--- src/rtl/uart_rx_core.sv ---
`default_nettype none
// ============================================================================
//  Module      : uart_rx_core
//  Description : 8N1 UART receiver, LSB first, oversampled on hwclk with a
//                valid/ready output, framing-error and overrun pulses.
//  Revision    : 1.0 - initial release
// ============================================================================
module uart_rx_core #(
    parameter int SOURCE_CLK = 12000000,
    parameter int TARGET_CLK = 9600,
    parameter int N          = SOURCE_CLK / TARGET_CLK,
    parameter int HALF       = N / 2
) (
    input  logic       hwclk,
    input  logic       rst,
    input  logic       ftdi_rx,
    output logic [7:0] rx_data,
    output logic       rx_valid,
    input  logic       rx_ready,
    output logic       frame_err,
    output logic       overrun,
    output logic       busy
);

    localparam int               c_cnt_w    = $clog2(N);
    localparam logic [c_cnt_w-1:0] c_cnt_last = c_cnt_w'(N - 1);
    localparam logic [c_cnt_w-1:0] c_cnt_half = c_cnt_w'(HALF - 1);

    localparam logic [1:0] c_st_idle  = 2'd0;
    localparam logic [1:0] c_st_start = 2'd1;
    localparam logic [1:0] c_st_data  = 2'd2;
    localparam logic [1:0] c_st_stop  = 2'd3;

    logic               r_sync;
    logic               r_rx_s;
    logic               r_prev;
    logic [1:0]         r_state;
    logic [c_cnt_w-1:0] r_cnt;
    logic [2:0]         r_bit;
    logic [7:0]         r_shift;
    logic               r_deliver;
    logic [7:0]         r_rx_data;
    logic               r_rx_valid;
    logic               r_frame_err;
    logic               r_overrun;

    logic [1:0]         w_state_nxt;
    logic [c_cnt_w-1:0] w_cnt_nxt;
    logic [2:0]         w_bit_nxt;
    logic               w_shift_en;
    logic               w_stop_ok;
    logic               w_stop_bad;

    always_comb begin
        w_state_nxt = r_state;
        w_cnt_nxt   = r_cnt + 1'b1;
        w_bit_nxt   = r_bit;
        w_shift_en  = 1'b0;
        w_stop_ok   = 1'b0;
        w_stop_bad  = 1'b0;
        case (r_state)
            c_st_idle: begin
                w_cnt_nxt = '0;
                // Only a genuine high-to-low transition arms the receiver, so a
                // line stuck low after a break stays quiet.
                if (r_prev && !r_rx_s) begin
                    w_state_nxt = c_st_start;
                end
            end
            c_st_start: begin
                if (r_cnt == c_cnt_half) begin
                    w_cnt_nxt   = '0;
                    w_bit_nxt   = 3'd0;
                    w_state_nxt = r_rx_s ? c_st_idle : c_st_data;
                end
            end
            c_st_data: begin
                if (r_cnt == c_cnt_last) begin
                    w_cnt_nxt  = '0;
                    w_shift_en = 1'b1;
                    w_bit_nxt  = r_bit + 1'b1;
                    if (r_bit == 3'd7) begin
                        w_state_nxt = c_st_stop;
                    end
                end
            end
            c_st_stop: begin
                // Leaving at mid-stop-bit lets a back-to-back start edge be seen.
                if (r_cnt == c_cnt_last) begin
                    w_cnt_nxt   = '0;
                    w_state_nxt = c_st_idle;
                    w_stop_ok   = r_rx_s;
                    w_stop_bad  = !r_rx_s;
                end
            end
            default: begin
                w_cnt_nxt   = '0;
                w_state_nxt = c_st_idle;
            end
        endcase
    end

    always_ff @(posedge hwclk) begin
        if (rst) begin
            r_sync      <= 1'b1;
            r_rx_s      <= 1'b1;
            r_prev      <= 1'b1;
            r_state     <= c_st_idle;
            r_cnt       <= '0;
            r_bit       <= 3'd0;
            r_shift     <= 8'h00;
            r_deliver   <= 1'b0;
            r_rx_data   <= 8'h00;
            r_rx_valid  <= 1'b0;
            r_frame_err <= 1'b0;
            r_overrun   <= 1'b0;
        end else begin
            r_sync      <= ftdi_rx;
            r_rx_s      <= r_sync;
            r_prev      <= r_rx_s;
            r_state     <= w_state_nxt;
            r_cnt       <= w_cnt_nxt;
            r_bit       <= w_bit_nxt;
            r_deliver   <= w_stop_ok;
            r_frame_err <= w_stop_bad;
            r_overrun   <= 1'b0;
            if (w_shift_en) begin
                r_shift <= {r_rx_s, r_shift[7:1]};
            end
            if (r_deliver) begin
                if (!r_rx_valid || rx_ready) begin
                    r_rx_data  <= r_shift;
                    r_rx_valid <= 1'b1;
                end else begin
                    r_overrun  <= 1'b1;
                end
            end else if (r_rx_valid && rx_ready) begin
                r_rx_valid <= 1'b0;
            end
        end
    end

    assign rx_data   = r_rx_data;
    assign rx_valid  = r_rx_valid;
    assign frame_err = r_frame_err;
    assign overrun   = r_overrun;
    assign busy      = (r_state != c_st_idle);

endmodule
`default_nettype wire

--- config.mk ---
export PLATFORM = sky130hd
export DESIGN_NAME = uart_rx_core
export DESIGN_NICKNAME = d
export VERILOG_FILES = /design/src/rtl/uart_rx_core.sv
export SDC_FILE = /design/constraint.sdc
export NUM_CORES = 1
export LEC_CHECK = 0
export BUFFER_PORTS_ARGS = -buffer_cell sky130_fd_sc_hd__buf_2
export CORE_ASPECT_RATIO = 0.7
export CORE_MARGIN = 3
export CORE_UTILIZATION = 40
export DETAILED_ROUTE_END_ITERATION = 16
export GPL_TIMING_DRIVEN = 1
export MAX_ROUTING_LAYER = met4
export PLACE_DENSITY_LB_ADDON = 0.08
export SYNTH_ARGS = -nofsm -noshare
export SYNTH_HDL_FRONTEND = slang
export SYNTH_SLANG_ARGS = --single-unit
--- constraint.sdc ---
create_clock -name hwclk -period 3.5 [get_ports hwclk]
set_clock_uncertainty 0.05 [all_clocks]
set_input_delay 0.875 -clock hwclk [delete_from_list [all_inputs] [get_ports hwclk]]
set_output_delay 0.875 -clock hwclk [all_outputs]
set_load 0.01 [all_outputs]
==> impl_metrics.py, run 1 <==
metrics = {
    "run_status": {
        "status": "finished clean",
    },
    "final_layout": {
        "nNetsFinal": 194,
        "stdcell_area_um2": 1812,
        "synthToLayoutAreaGrowth_pct": 11.56,
        "drive_above_1_share_pct": 16.76,
        "diodes": 0,
    },
    "placement": {
        "dp_hpwl_mm": 2.074,
        "placed_area_um2": 1724,
        "pre_cts_slack_ns": 1.167,
        "gp_congestion": 0.7368,
        "numPortBuffers": 15,
    },
    "synth": {
        "synth_area_leaders": "dfxtp_1, mux2i_1, nor2_1, ha_1, xor2_1",
        "synth-simple-area-share_pct": 23.81,
        "syn_nets": 179,
        "yosys_warnings": 0,
        "synth_top_area_share_pct": 48.07,
        "ys_types": 33,
        "synth_xor_area_share_pct": 4.854,
        "yosysTopAreaCell": "dfxtp_1",
        "synth-seq-cells": 39,
        "yosysMostFrequentCell": "dfxtp_1",
        "postSynth.asyncResetShare_pct": 0,
        "yosysSeqAreaShare_pct": 48.07,
        "syn_inst": 170,
        "avgSynthCellArea_um2": 9.553,
        "synth_common_cells": "dfxtp_1, nor2_1, mux2i_1",
        "synthMuxAreaShare_pct": 10.48,
        "syn_area_um2": 1624,
        "synthAdderAreaFrac_pct": 3.852,
        "synth_compound_area_share_pct": 5.008,
        "synth_top_family_by_area": "simple AND/OR/NAND/NOR gates",
        "synth_edf_count": 0,
        "synth_ff_type": "dfxtp_1",
    },
    "clocking": {
        "cts-root-buf": "clkbuf_8",
        "cts_max_level": 2,
        "post-cts-setup-buffers": 0,
        "cts-hold-fix-buffers": 0,
        "cts_resized": 0,
        "worst_skew_pair.late_latency_ns": 0.27,
        "clk_path_buf_depth": 2,
        "cts_tree": "built",
        "cts.reportedPaths.clkPinSlew_ns": 0.07,
        "cts_made_buffers": 5,
        "cts.sinks": 39,
    },
    "timing": {
        "period_needed_ns": 2.293,
        "hold_viol_final": 0,
        "finalSetupViolations": 0,
        "holdWs_ns": 0.3671,
        "max_freq_mhz": 436.0,
        "drv_slew": 0,
        "fin_ws_ns": 1.207,
        "grt_setup_unrepaired": "false",
        "worst_pin_slew_ns": 0.6745,
        "slew-limit-headroom_pct": 54.87,
        "fin_crit_sh_pct": 65.53,
        "final.setup.tns_ns": 0,
    },
    "setup_path": {
        "cp-start-kind": "flop",
        "cp_max_fo": 11,
        "critPathKind": "flop to flop",
        "end_kind": "flop",
        "arrival_ns": 2.38,
        "worstPathRequired_ns": 3.59,
    },
    "drt": {
        "finalWirelength_mm": 2.778,
        "first_pass_iters": 4,
        "drtIter0Drc": 72,
        "via_per_inst": 4.817,
        "drc_errors": 0,
        "via_count": 1132,
        "final_antenna_net_count": 0,
        "routedWlPerCell_um": 11.82,
    },
    "grt": {
        "grt_max_degree": 32,
        "track_usage_pct": 12.61,
        "grt_pass1_wl_mm": 4.547,
        "overflow": 0,
        "antenna_found_initial": 0,
        "grt_pass1_vias": 1000,
    },
    "die": {
        "rows": 18,
        "start_util_pct": 43.70,
        "fp.dieW_um": 82.16,
        "core-area_um2": 3716,
        "die_area_um2": 4873,
        "io_pins": 16,
        "fp.dieH_um": 59.31,
    },
    "power": {
        "p_leak_nw": 0.7846,
        "irDropWorstVdd_uv": 323.5,
        "power_density_nw_per_um2": 418.6,
    },
    "hold_path": {
        "hp-class": "flop to flop",
    },
    "run": {
        "max_cap_violations": 0,
    },
}
==> kinds of logic (layout without fill, tap and decap cells) <==
kind of cell    after synthesis  in the layout
compound gates               13             13
mux                          17             17
buf+inv                      14             29
fa+ha+maj                     5              5
flops                        39             39
xor+xnor                      9              9
simple gates                 73             73
==> layer usage <==
metal  part of all wire [%]  vias up  global-route usage (%)
li1                       -      595                       -
met1                     55      524                   17.58
met2                     42       13                   17.38
met3                    3.6        0                   4.559
met4                      0        0                   2.844
met5                      0        -                       -
==> critical path: stages, from the launching register on <==
cell	delay, ns
dfxtp_1	0.41
ha_1	0.16
or3b_4	0.40
nor4_4	0.38
nor3b_1	0.09
nor2_1	0.54
nor2_1	0.12
==> cell type report <==
type                       instances  area [um2]
fill                             359        1904
sequential                        39       780.7
multi-input combinational        117       779.5
clock buffer                       6       82.58
timing repair buffer              15       75.07
tap                               50       62.56
inverter                           7       26.28
clock inverter                     1       5.005
==> final timing paths <==
kind | start | endpoint | slack (ns) | cells after the start
max reg2reg | r_cnt[0]$_SDFF_PP0_ | r_cnt[9]$_SDFF_PP0_ | 1.21 | 6
min | r_sync$_SDFF_PP1_ | r_rx_s$_SDFF_PP1_ | 0.37 | 1
min reg2reg | r_sync$_SDFF_PP1_ | r_rx_s$_SDFF_PP1_ | 0.37 | 1
max | r_cnt[0]$_SDFF_PP0_ | r_cnt[9]$_SDFF_PP0_ | 1.21 | 6
==> cells in the final DEF, fill, tap and decap left out, types with 4 or more instances in the layout <==
master    Yosys  final
buf_2         0     15
clkbuf_8      0      6
dfxtp_1      39     39
ha_1          5      5
inv_1         7      7
mux2i_1      17     17
nand2_1       5      5
nand3_1       6      6
nand3b_1      4      4
nor2_1       37     37
o21ai_0       4      4
or2_2         4      4
xnor2_1       4      4
xor2_1        5      5
==> metrics by stage <==
stage,instances,total power [mW],utilization [%]
6_report,235,0.7584,48.75
5_1_grt,235,0.7898,48.75
4_1_cts,235,0.7716,48.75
3_5_place_dp,228,0.4757,46.40
3_3_place_gp,228,0.4752,46.40
2_1_floorplan,170,0.4708,-
==> registers in the layout (all words and copies together) (netlist names), named ones only <==
| signal | count |
|---|---|
| r_rx_s | 1 |
| r_prev | 1 |
| r_cnt | 11 |
| rx_valid | 1 |
| r_state | 1 |
| frame_err | 1 |
| r_bit | 3 |
| r_deliver | 1 |
| r_sync | 1 |
| rx_data | 8 |
| overrun | 1 |
| r_shift | 8 |
==> where the power goes <==
group | switching (mW) | internal [mW] | total (mW)
registers | 0.00261 | 0.446 | 0.449
logic | 0.0107 | 0.00614 | 0.0168
clock network | 0.139 | 0.154 | 0.293
total | 0.152 | 0.607 | 0.758
Note: power is estimated with default switching activity, not from simulation.
==> inputs of run 2 (changes only) <==
==> constraint.sdc (replaced) <==
create_clock -name hwclk -period 1.9 [get_ports hwclk]
set_clock_uncertainty 0.05 [all_clocks]
set_input_delay 0.475 -clock hwclk [delete_from_list [all_inputs] [get_ports hwclk]]
set_output_delay 0.475 -clock hwclk [all_outputs]
set_load 0.01 [all_outputs]
==> run 2 against run 1 <==
- die area stayed put
- sequential power is 84% higher
- critical path depth is 3 higher
- power is 93% higher
- cell count is 6.0% higher
- non-clock buffer count is 13 higher
- worst setup slack worse by 1.2 ns
- design area is 9.7% higher
- routed wire length is 14% higher
- clock power is 100% higher
- fmax is 23% higher
- core utilization is 4.7 points higher
- largest power group unchanged
==> impl_metrics.py, run 2 (synthesis results as in run 1) <==
metrics = {
    "final_layout": {
        "final_cell_mix": "dfxtp_1, nor2_1, mux2i_1",
        "nNetsFinal": 207,
        "synthToLayoutAreaGrowth_pct": 22.34,
        "register_area_um2": 783.3,
        "drive_above_1_share_pct": 26.63,
        "multi_input_area_um2": 825.8,
        "fillers": 351,
        "regMostFlops": "r_cnt",
        "layout_commonest_cell": "dfxtp_1",
        "largest_reg_flops": 11,
        "instances_no_fill": 249,
        "diodes": 0,
    },
    "hold_path": {
        "holdPathStages": 2,
        "worstHoldStart": "ftdi_rx",
        "hp-class": "input pin to flop",
        "holdPathEnd": "r_sync$_SDFF_PP1_",
    },
    "clocking": {
        "cts_made_buffers": 5,
        "worst_skew_pair.late_latency_ns": 0.28,
        "cts_max_level": 2,
        "cts.reportedPaths.clkPinSlew_ns": 0.07,
        "cts-root-buf": "clkbuf_8",
        "clk_path_buf_depth": 2,
        "cts_tree": "built",
        "cts-hold-fix-buffers": 0,
        "cts.sinks": 39,
    },
    "run": {
        "max_cap_violations": 0,
    },
    "timing": {
        "grt_setup_unrepaired": "true",
        "holdWs_ns": 0.3282,
        "max_freq_mhz": 535.5,
        "period_needed_ns": 1.868,
        "drv_slew": 0,
        "slew-limit-headroom_pct": 67.18,
        "finalSetupViolations": 0,
        "fin_crit_sh_pct": 98.29,
        "hold_viol_final": 0,
        "worst_pin_slew_ns": 0.4917,
    },
    "drt": {
        "final_antenna_net_count": 0,
        "drc_errors": 0,
        "routedWlPerCell_um": 12.67,
        "via_per_inst": 4.920,
        "drtIter0Drc": 69,
        "via_count": 1225,
        "first_pass_iters": 5,
        "finalWirelength_mm": 3.154,
    },
    "setup_path": {
        "rrSetupSlack_ns": 0.03,
        "cp_max_fo": 10,
        "r2r-start": "r_cnt[1]$_SDFF_PP0_",
        "critPathKind": "flop to flop",
        "worstPathRequired_ns": 2.02,
        "end_kind": "flop",
        "cp-start-kind": "flop",
        "arrival_ns": 1.99,
        "r2r_cells": 9,
        "reg2reg_to": "r_shift[3]$_SDFFE_PP0P_",
    },
    "die": {
        "start_util_pct": 43.70,
        "die_area_um2": 4873,
        "core-area_um2": 3716,
        "io_pins": 16,
        "rows": 18,
        "fp.dieW_um": 82.16,
        "fp.dieH_um": 59.31,
    },
    "grt": {
        "grt_pass1_wl_mm": 5.175,
        "track_usage_pct": 14.70,
        "busiest_layer": "met2",
        "grt_pass1_vias": 1180,
        "grt_use_met3_pct": 5.927,
        "grt_max_degree": 30,
        "use_met1_pct": 19.06,
        "use_met2_pct": 21.40,
        "antenna_found_initial": 0,
        "overflow": 0,
    },
    "placement": {
        "dp_hpwl_mm": 2.221,
        "dpl.cell_count": 236,
        "gp_congestion": 0.7959,
        "numPortBuffers": 15,
    },
    "power": {
        "irDropWorstVdd_uv": 481.4,
        "power_density_nw_per_um2": 737.0,
        "p_leak_nw": 0.8718,
    },
    "run_status": {
        "status": "finished clean",
    },
}
-- run 2: cell types whose count changed in the layout (fill, tap and decap cells not counted), sizes merged --
cell and delta:
buf +13, clkinv -1, clkbuf +2
-- run 2: per-layer routing --
metal / up-vias / share of wire (%)
met1: 575 / 49
met4: 0 / 1.0
met3: 5 / 5.0
li1: 627 / -
met2: 18 / 44
met5: - / 0
-- run 2: how the worst max path moves through the flow --
stage	endpoint	slack [ns]	depth (start not counted)	startpoint
final	r_shift[3]$_SDFFE_PP0P_	0.03	9	r_cnt[1]$_SDFF_PP0_
after CTS	r_bit[0]$_SDFFE_PP0P_	0.05	8	r_cnt[1]$_SDFF_PP0_
after detailed placement	r_bit[0]$_SDFFE_PP0P_	0.005	8	r_cnt[1]$_SDFF_PP0_
after floorplan	r_shift[3]$_SDFFE_PP0P_	0.05	7	r_cnt[0]$_SDFF_PP0_
after global placement	r_bit[0]$_SDFFE_PP0P_	0.05	8	r_cnt[1]$_SDFF_PP0_
after global routing	r_shift[1]$_SDFFE_PP0P_	-0.09	9	r_cnt[1]$_SDFF_PP0_
-- run 2: metrics by stage --
stage / instance area, um2 / util, % / worst slack, ns / power [mW] / TNS [ns]
final: 1987 / 53.47 / 0.03246 / 1.464 / 0
after global routing: 1987 / 53.47 / -0.09328 / 1.524 / -0.8676
after CTS: 1897 / 51.04 / 0.04856 / 1.481 / 0
after detailed placement: 1797 / 48.35 / 0.005086 / 0.8805 / 0
after global placement: 1797 / 48.35 / 0.05088 / 0.8789 / 0
after floorplan: 1624 / - / 0.05081 / 0.8672 / 0
-- run 2: what timing repair did --
| action | CTS | global route |
|---|---|---|
| buffers inserted | 0 | 4 |
| gates resized for setup | 0 | 15 |
| endpoints found under the hold margin | 0 | 0 |
| endpoints found under the setup margin | 7 | 22 |
| pin swaps | 1 | 2 |
| gates cloned | 0 | 1 |
-- run 2: report_power, final --
group | internal (mW) | switching [mW]
Clock | 0.331 | 0.267
Combinational | 0.0164 | 0.0235
Sequential | 0.822 | 0.00513
-- run 2: layout make-up --
class,count,area share [%]
Inverter,7,1.322
Tap cell,50,3.149
Clock buffer,8,5.038
Multi-Input combinational cell,117,41.56
Timing Repair Buffer,28,9.509
Sequential cell,39,39.42
-- run 2: critical path, cell delays in order (launching register included) --
cell and delay, ns:
dfxtp_2 0.33, inv_2 0.07, ha_4 0.11, or3b_4 0.39
nor4_4 0.18, buf_4 0.17, nand3_4 0.08, buf_12 0.18
mux2i_1 0.14, nor2_1 0.05
